### src/rtl/branch_predictor_if.sv
// Query/train/statistics bundle between the core and the branch predictor.
//   master : core side (IF-stage lookup, EX-stage update, reads the stats)
//   slave  : predictor side
// Signals:
//   lookup_valid/lookup_pc          IF-stage query
//   pred_hit/pred_taken/pred_target prediction returned in the same cycle
//   update_*                        resolved control-flow outcome from EX
//   mispredict_count                saturating misprediction count
interface branch_predictor_if #(
  parameter int XLEN = 32
);
  logic            lookup_valid;
  logic [XLEN-1:0] lookup_pc;
  logic            pred_hit;
  logic            pred_taken;
  logic [XLEN-1:0] pred_target;
  logic            update_valid;
  logic [XLEN-1:0] update_pc;
  logic            update_taken;
  logic [XLEN-1:0] update_target;
  logic            update_is_jump;
  logic            update_pred_taken;
  logic [XLEN-1:0] mispredict_count;

  modport master (
    output lookup_valid, lookup_pc,
    output update_valid, update_pc, update_taken, update_target,
    output update_is_jump, update_pred_taken,
    input  pred_hit, pred_taken, pred_target, mispredict_count
  );

  modport slave (
    input  lookup_valid, lookup_pc,
    input  update_valid, update_pc, update_taken, update_target,
    input  update_is_jump, update_pred_taken,
    output pred_hit, pred_taken, pred_target, mispredict_count
  );
endinterface

### src/rtl/branch_predictor.sv
// Bimodal branch predictor with a direct-mapped, tagged BTB.
//   clk   : rising-edge clock for all state
//   reset : asynchronous, active-low
//   bp    : branch_predictor_if.slave (lookup, update, mispredict_count)
// Lookup is combinational and sees pre-update contents (no bypass);
// training lands on the rising edge. One BTB entry per sub-module instance.

// One BTB entry: valid/tag/target plus a saturating direction counter.
module branch_predictor_entry #(
  parameter int XLEN  = 32,
  parameter int TAG_W = 8,
  parameter int CNT_W = 2
) (
  input  logic             clk,
  input  logic             reset,
  input  logic             upd,         // update targets this entry's index
  input  logic             upd_taken,   // effective taken (taken | jump)
  input  logic             upd_jump,
  input  logic [TAG_W-1:0] upd_tag,
  input  logic [XLEN-1:0]  upd_target,
  output logic             valid,
  output logic [TAG_W-1:0] tag,
  output logic [XLEN-1:0]  target,
  output logic [CNT_W-1:0] cnt
);
  localparam logic [CNT_W-1:0] CNT_MAX = '1;
  localparam logic [CNT_W-1:0] CNT_WT  = CNT_W'(1 << (CNT_W - 1));
  localparam logic [CNT_W-1:0] CNT_WNT = CNT_W'((1 << (CNT_W - 1)) - 1);

  logic hit;
  assign hit = valid && (tag == upd_tag);

  always_ff @(posedge clk or negedge reset) begin
    if (!reset) begin
      valid  <= 1'b0;
      tag    <= '0;
      target <= '0;
      cnt    <= CNT_WNT;
    end else if (upd) begin
      if (hit) begin
        if (upd_jump) begin
          cnt    <= CNT_MAX;
          target <= upd_target;
        end else if (upd_taken) begin
          if (cnt != CNT_MAX) cnt <= cnt + CNT_W'(1);
          target <= upd_target;
        end else if (cnt != '0) begin
          cnt <= cnt - CNT_W'(1);
        end
      end else if (upd_taken) begin
        // Miss on a taken branch: evict whatever alias lives here.
        valid  <= 1'b1;
        tag    <= upd_tag;
        target <= upd_target;
        cnt    <= upd_jump ? CNT_MAX : CNT_WT;
      end
    end
  end
endmodule

module branch_predictor #(
  parameter int XLEN    = 32,
  parameter int ENTRIES = 16,
  parameter int TAG_W   = 8,
  parameter int CNT_W   = 2
) (
  input  logic               clk,
  input  logic               reset,
  branch_predictor_if.slave  bp
);
  localparam int IDX_W = $clog2(ENTRIES);

  logic [ENTRIES-1:0]            ent_valid;
  logic [ENTRIES-1:0][TAG_W-1:0] ent_tag;
  logic [ENTRIES-1:0][XLEN-1:0]  ent_target;
  logic [ENTRIES-1:0][CNT_W-1:0] ent_cnt;

  // Shifts rather than slices so every PC bit is consumed; pc[1:0] and the
  // bits above the tag fall away in the truncation.
  logic [IDX_W-1:0] lk_idx, up_idx;
  logic [TAG_W-1:0] lk_tag, up_tag;
  assign lk_idx = IDX_W'(bp.lookup_pc >> 2);
  assign lk_tag = TAG_W'(bp.lookup_pc >> (IDX_W + 2));
  assign up_idx = IDX_W'(bp.update_pc >> 2);
  assign up_tag = TAG_W'(bp.update_pc >> (IDX_W + 2));

  logic eff_taken;
  assign eff_taken = bp.update_taken || bp.update_is_jump;

  for (genvar g = 0; g < ENTRIES; g++) begin : g_ent
    branch_predictor_entry #(
      .XLEN (XLEN),
      .TAG_W(TAG_W),
      .CNT_W(CNT_W)
    ) u_entry (
      .clk       (clk),
      .reset     (reset),
      .upd       (bp.update_valid && (up_idx == IDX_W'(g))),
      .upd_taken (eff_taken),
      .upd_jump  (bp.update_is_jump),
      .upd_tag   (up_tag),
      .upd_target(bp.update_target),
      .valid     (ent_valid[g]),
      .tag       (ent_tag[g]),
      .target    (ent_target[g]),
      .cnt       (ent_cnt[g])
    );
  end

  // Lookup: reset gating keeps the prediction quiet while reset is held.
  logic lk_hit, lk_taken;
  assign lk_hit   = reset && bp.lookup_valid && ent_valid[lk_idx] &&
                    (ent_tag[lk_idx] == lk_tag);
  assign lk_taken = lk_hit && ent_cnt[lk_idx][CNT_W-1];

  assign bp.pred_hit    = lk_hit;
  assign bp.pred_taken  = lk_taken;
  assign bp.pred_target = lk_taken ? ent_target[lk_idx] : bp.lookup_pc + XLEN'(4);

  // Misprediction counter saturates at all-ones.
  logic [XLEN-1:0] mis_cnt;
  always_ff @(posedge clk or negedge reset) begin
    if (!reset)
      mis_cnt <= '0;
    else if (bp.update_valid && (bp.update_pred_taken != eff_taken) && (mis_cnt != '1))
      mis_cnt <= mis_cnt + XLEN'(1);
  end
  assign bp.mispredict_count = mis_cnt;
endmodule
### src/flat_wrapper.sv
// flat-port wrapper written by rule: the top's interface ports become plain ports
module branch_predictor_flat 
#(
  parameter int XLEN    = 32,
  parameter int ENTRIES = 16,
  parameter int TAG_W   = 8,
  parameter int CNT_W   = 2
)
  (clk, reset, bp_lookup_valid, bp_lookup_pc, bp_update_valid, bp_update_pc, bp_update_taken, bp_update_target, bp_update_is_jump, bp_update_pred_taken, bp_pred_hit, bp_pred_taken, bp_pred_target, bp_mispredict_count);
  branch_predictor_if #(.XLEN(XLEN)) bp_i ();
  input  logic clk;
  input  logic reset;
  input wire logic [$bits(bp_i.lookup_valid)-1:0] bp_lookup_valid;
  input wire logic [$bits(bp_i.lookup_pc)-1:0] bp_lookup_pc;
  input wire logic [$bits(bp_i.update_valid)-1:0] bp_update_valid;
  input wire logic [$bits(bp_i.update_pc)-1:0] bp_update_pc;
  input wire logic [$bits(bp_i.update_taken)-1:0] bp_update_taken;
  input wire logic [$bits(bp_i.update_target)-1:0] bp_update_target;
  input wire logic [$bits(bp_i.update_is_jump)-1:0] bp_update_is_jump;
  input wire logic [$bits(bp_i.update_pred_taken)-1:0] bp_update_pred_taken;
  output wire logic [$bits(bp_i.pred_hit)-1:0] bp_pred_hit;
  output wire logic [$bits(bp_i.pred_taken)-1:0] bp_pred_taken;
  output wire logic [$bits(bp_i.pred_target)-1:0] bp_pred_target;
  output wire logic [$bits(bp_i.mispredict_count)-1:0] bp_mispredict_count;
  assign bp_i.lookup_valid = bp_lookup_valid;
  assign bp_i.lookup_pc = bp_lookup_pc;
  assign bp_i.update_valid = bp_update_valid;
  assign bp_i.update_pc = bp_update_pc;
  assign bp_i.update_taken = bp_update_taken;
  assign bp_i.update_target = bp_update_target;
  assign bp_i.update_is_jump = bp_update_is_jump;
  assign bp_i.update_pred_taken = bp_update_pred_taken;
  assign bp_pred_hit = bp_i.pred_hit;
  assign bp_pred_taken = bp_i.pred_taken;
  assign bp_pred_target = bp_i.pred_target;
  assign bp_mispredict_count = bp_i.mispredict_count;
  branch_predictor #(.XLEN(XLEN), .ENTRIES(ENTRIES), .TAG_W(TAG_W), .CNT_W(CNT_W)) u_core (.clk(clk), .reset(reset), .bp(bp_i));
endmodule
### config.mk
export PLATFORM = sky130hd
export DESIGN_NAME = branch_predictor_flat
export DESIGN_NICKNAME = d
export VERILOG_FILES = /design/src/rtl/branch_predictor_if.sv /design/src/rtl/branch_predictor.sv /design/src/flat_wrapper.sv
export SDC_FILE = /design/constraint.sdc
export NUM_CORES = 2
export LEC_CHECK = 0
export BUFFER_PORTS_ARGS = -buffer_cell sky130_fd_sc_hd__buf_2
export CORE_ASPECT_RATIO = 0.75
export CORE_MARGIN = 2
export CORE_UTILIZATION = 67
export CTS_CLUSTER_SIZE = 12
export DETAILED_ROUTE_END_ITERATION = 8
export PLACE_DENSITY_LB_ADDON = 0.08
export SLEW_MARGIN = 30
export SYNTH_ARGS = -nofsm -noshare
export SYNTH_HDL_FRONTEND = slang
export SYNTH_SLANG_ARGS = --single-unit
### constraint.sdc
create_clock -name clk -period 6.2 [get_ports clk]
set_clock_uncertainty 0.1 [all_clocks]
set_input_delay 1.24 -clock clk [delete_from_list [all_inputs] [get_ports clk]]
set_output_delay 1.24 -clock clk [all_outputs]
set_load 0.01 [all_outputs]
=== After elaboration in Yosys (flattened, before gate mapping) ===
Index checks and enable logic that the tools add are counted.
Widths: inputs -> output; s select.

* Mux-type cells: 139
* Reductions and logical operators: 120
* Bitwise operators: 16
* Equal/unequal tests: 66
* Add/subtract/negate cells: 34
* Magnitude comparators: 1

{| class="wikitable"
|+ Operator list
! cell !! count
|-
| $mux 32 || 50
|-
| $mux 2 || 82
|-
| $eq 8x8->1 || 17
|-
| $bmux 32 s4 || 1
|-
| $ne 4x4->1 const B || 16
|-
| $reduce_and 4->1 || 16
|-
| $reduce_bool 2->1 || 32
|-
| $reduce_and 3->1 || 16
|-
| $reduce_bool 3->1 || 16
|-
| $logic_and 1x1->1 || 38
|-
| $add 2x1->2 const B || 16
|-
| $add 32x1->32 const B || 1
|-
| $add 32x3->32 const B || 1
|-
| $bmux 8 s4 || 1
|-
| $eq 4x4->1 const B || 8
|-
| $ne 2x2->1 const B || 16
|-
| $ne 32x32->1 const B || 1
|-
| $sub 2x1->2 const B || 16
|-
| $eq 4x3->1 const B || 4
|-
| $not 1->1 || 16
|-
| $bmux 2 s4 || 1
|-
| $eq 4x2->1 const B || 2
|-
| $mux 8 || 1
|-
| $lt 4x5->1 const B || 1
|-
| 6 further kinds || 7
|}

* Bits in registers: 720
* Output and inout port bits: 66
* Bits of input ports: 103
* Word-level logic and storage cells: 441

=== Longest topological paths before layout ===
* Word-level depth: 6
* Gate-level depth with buffers: 13
* Depth with buffers taken out: 8

=== Hierarchy ===
From an unflattened synthesis, not the netlist that was laid out.

* Cell total of the unflattened synthesis: 2497
* Area, all modules: 36292.3 µm²

{| class="wikitable"
|+ By module, submodules not included
! module !! cells each !! sequential area each (µm²) !! times used !! area each (µm²)
|-
| branch_predictor_entry || 118 || 1077.3 || 16 || 1780.5
|-
| branch_predictor || 609 || 800.8 || 1 || 7805.0
|}

=== Worst setup path before layout ===
OpenSTA, ideal clock, no wires.

* Path type: input to output
* Start: in bp_lookup_pc[3]
* End: out bp_pred_target[0]
* Slack: 1270 ps
* Cell stages on the path: 9
* Path buffers: 6
* Required time: 4860 ps
* Arrival time: 3590 ps
* Path through: buf_6 > buf_12 > buf_4 > buf_2 > clkbuf_1 > buf_1 > mux4_2 > mux4_2 > mux2_2

* Word-level cells in the longest chain between the ends: 6
* Elaborated cells between the ends (all ways): 13
* Classes of those cells: 1 x eq/ne; 9 x mux; 3 x reduce/logical

{| class="wikitable"
|+ RTL lines
! item !! RTL line !! text
|-
| from (decl) || flat_wrapper.sv:14 || <nowiki>input wire logic [$bits(bp_i.lookup_pc)-1:0] bp_lookup_pc;</nowiki>
|-
| $bmux 8 s4 or $bmux 1 s4 (tied branches) || branch_predictor.sv:113, branch_predictor.sv:112 ||
|-
| $mux 8 (not written as such) or $mux 1 (tied branches) || branch_predictor.sv:113, branch_predictor.sv:112 ||
|-
| $eq 8x8->1 or $logic_and 1x1->1 (tied branches) || branch_predictor.sv:113, branch_predictor.sv:112 ||
|-
| $logic_and 1x1->1 || branch_predictor.sv:112 || <nowiki>assign lk_hit = reset && bp.lookup_valid && ent_valid[lk_idx] &&</nowiki>
|-
| $logic_and 1x1->1 || branch_predictor.sv:114 || <nowiki>assign lk_taken = lk_hit && ent_cnt[lk_idx][CNT_W-1];</nowiki>
|-
| $mux 32 * || branch_predictor.sv:118 || <nowiki>assign bp.pred_target = lk_taken ? ent_target[lk_idx] : bp.lookup_pc + XLEN'(4);</nowiki>
|-
| to (decl) || flat_wrapper.sv:23 || <nowiki>output wire logic [$bits(bp_i.pred_target)-1:0] bp_pred_target;</nowiki>
|}

Mark *: on every way between the ends. The rest lies on a longest branch, timed or not. The select of a mux whose other input is x is not followed.

=== Final worst setup path ===
* Start: in bp_lookup_pc[3]
* End: out bp_pred_target[3]

The elaborated chain is that of the path after synthesis.

==> impl_metrics.yaml <==
pwr:
  power.internal_uw: 9720
  switching_share_pct: 26.8
  p_comb_share_pct: 20.2
  power.leakage_uw: 0.0171
  p_clk_share_pct: 30.8
  switching_power_uw: 3550
  seqPwrFrac_pct: 49.0
  ir_drop_uv: 241
  p_per_area_mw_per_mm2: 338
synthesis:
  synth-async-reset-ratio_pct: 100
  ys_types: 51
  syn_avg_cell_area_um2: 14.4
  yosys_warnings: 0
  synth-edff-count: 0
  synth_nets: 2584
  synthTopCellsByArea: "dfrtp_1, mux2_2, mux4_2"
  ys_ff_latch: 720
  postSynthCellCount: 2479
  ys_seq_area_share_pct: 50.7
  yosysTopAreaCell: "dfrtp_1"
  synth_top_area_share_pct: 49.5
  synth_area_mm2: 0.0356
  yosys_most_used_dff: "dfrtp_1"
sta:
  setup_ws_ns: 0.446
  tns_ns: 0
  hold_viol: 0
  fin_crit_ns: 5.75
  timing.fmax_mhz: 174
  hold_ws_ns: 0.398
  rsz0062_at_grt: "no"
  finalMaxSlewViolations: 0
  tightest_slew_ns: 1.05
  fin_crit_sh_pct: 92.8
  finalSetupViolations: 0
  timing.max_slew.rel_slack_pct: 30.0
clock_tree:
  cts_tree: "done"
  cts_setup_buffers: 0
  cts_resized: 0
  cts_sinks: 720
  clock_path_buffers: 3
  path_clk_slew_ns: 0.06
  ctsHoldBuffers: 0
  htreeDepth: 3
  cts-root-buf: "clkbuf_16"
  numCtsBuffers: 73
  insertion_delay_ns: 0.60
hold_path:
  min_path_type: "reg -> reg"
floorplanning:
  dieArea_mm2: 0.0550
  io_pins: 169
  die_h_um: 204
  coreArea_mm2: 0.0528
  dieWidth_um: 270
  initial_utilization_pct: 67.4
  core.rowCount: 73
critical_path:
  crit_path_start_kind: "input pin"
  worst-path-buf-inv: 4
  path_max_fanout: 49
  cpMaxStageDelayCell: "clkbuf_8"
  critPathRequiredTime_ns: 4.86
  crit_path_end_kind: "output pin"
  arrival_ns: 4.41
  critPathKind: "in -> out"
  slowest_delay_ns: 0.45
  path_delay_family: "buffers and inverters"
  cp_cell_sequence: "clkbuf_8 > buf_4 > mux2i_1 > a22o_1 > a221oi_1 > xnor2_1 > nand4_1 > mux2i_1 > nand4_4 > buf_4 > mux2_4 > buf_2"
grt:
  grt_pass1_vias: 23100
  overflow: 0
  grt_pass1_wl_mm: 140
  track_usage_pct: 33.7
  grt_max_degree: 181
  antenna_found_initial: 6
route:
  dr.pass1.iters: 5
  wl_per_cell_um: 27.3
  via_per_inst: 6.65
  drt_iter0_markers: 2173
  antenna_left: 0
  remaining_drc_errors: 0
  routed_wl_mm: 90.4
  vias: 22100
job:
  drv_cap: 0
final_layout:
  fill_cells: 3403
  layout_commonest_cell: "dfrtp_1"
  area_growth_pct: 10.2
  nNetsFinal: 2675
  drive_gt1_share_pct: 46.4
  layout_common_cells: "dfrtp_1, mux2_2, mux4_2, buf_2, xnor2_1"
placed_design:
  pre_cts_ws_ns: 0.553
  hpwl_mm: 57.6
  io_buffers: 148
  place_congestion: 0.901
outcome:
  status: "finished clean"
area by class of cell:
| type | instances | area (um^2) | area share [%] |
|---|---|---|---|
| Multi-Input combinational cell | 1559 | 16900 | 42.9 |
| Antenna cell | 2 | 5.00 | 0.0128 |
| Sequential cell | 720 | 18000 | 46.0 |
| Timing Repair Buffer | 204 | 1310 | 3.34 |
| Tap cell | 712 | 891 | 2.27 |
| Inverter | 12 | 46.3 | 0.118 |
| Clock inverter | 8 | 83.8 | 0.214 |
| Clock buffer | 100 | 2020 | 5.15 |
synth_stat cells, drive strengths merged (13+ instances only):
master and number:
xnor2 142, nor3 36, nor2 65, clkbuf 135, o21ai 23, nand3 43, nor4 17, nand2b 21
xor2 60, mux2 673, a21oi 42, and3 15, or2 13, mux2i 28, dfrtp 704, nand4 28
buf 53, mux4 193, dfstp 16, nand2 66
metrics by stage:
stage	power [uW]	area, um^2	cells	util [%]
6_report	13300	39200	3317	74.3
3_5_place_dp	9200	37000	3204	70.2
3_3_place_gp	8990	37000	3203	70.0
2_1_floorplan	8370	35600	2479	-
5_1_grt	13800	39200	3317	74.3
4_1_cts	13300	39100	3312	74.1
logic make-up after synthesis:
kind of cell               share of synthesized area [%]
xor gates and xnor gates                            4.97
muxes                                               34.7
AOI/OAI and AO/OA                                   2.45
adders and majority gates                         0.0703
and+or+nand+nor                                     4.76
DFF                                                 50.7
buffers and inverters                               2.40
routing by layer:
layer | track usage, % | wire [um]
met1 | 48.8 | 39100
met2 | 51.8 | 42300
met4 | 10.5 | 2590
met3 | 7.26 | 6500
met5 | 0 | 35
path summary, 6_finish.rpt:
kind                                                          from                             endpoint  slack [ns]  cells past startpoint
worst max-delay path                               bp_lookup_pc[3]                    bp_pred_target[3]        0.45                     12
worst min-delay path            u_core.g_ent[2].u_entry.target[12]   u_core.g_ent[2].u_entry.target[12]        0.40                      1
worst max register to register       u_core.bp.mispredict_count[4]       u_core.bp.mispredict_count[23]        3.04                      8
worst min register to register  u_core.g_ent[2].u_entry.target[12]   u_core.g_ent[2].u_entry.target[12]        0.40                      1
max in group asynchronous                                    reset  u_core.g_ent[12].u_entry.target[10]        3.42                      4
min in group asynchronous                                    reset       u_core.g_ent[7].u_entry.tag[2]        0.47                      1
flip-flops by register name (all words and copies together) (netlist names):
name,flops
u_core.bp.mispredict_count,32
u_core.g_ent.u_entry.cnt,32
u_core.g_ent.u_entry.tag,128
u_core.g_ent.u_entry.target,512
u_core.g_ent.u_entry.valid,16
worst register-to-register path, delay by kind of cell (launching register included):
family,cells,cell delay [ns]
AO/OA/AOI/OAI,1,0.44
XOR/XNOR,1,0.15
flip-flops,1,0.42
AND/OR/NAND/NOR,6,1.93
power groups by stage:
| stage | clock network, uW | registers (uW) | logic (uW) |
|---|---|---|---|
| floorplan | 0 | 6310 | 2060 |
| global placement | 0 | 6440 | 2550 |
| detailed placement | 0 | 6540 | 2650 |
| CTS | 4140 | 6480 | 2680 |
| global route | 4330 | 6620 | 2880 |
| finish | 4080 | 6510 | 2680 |
(Power assumes the default switching activity.)
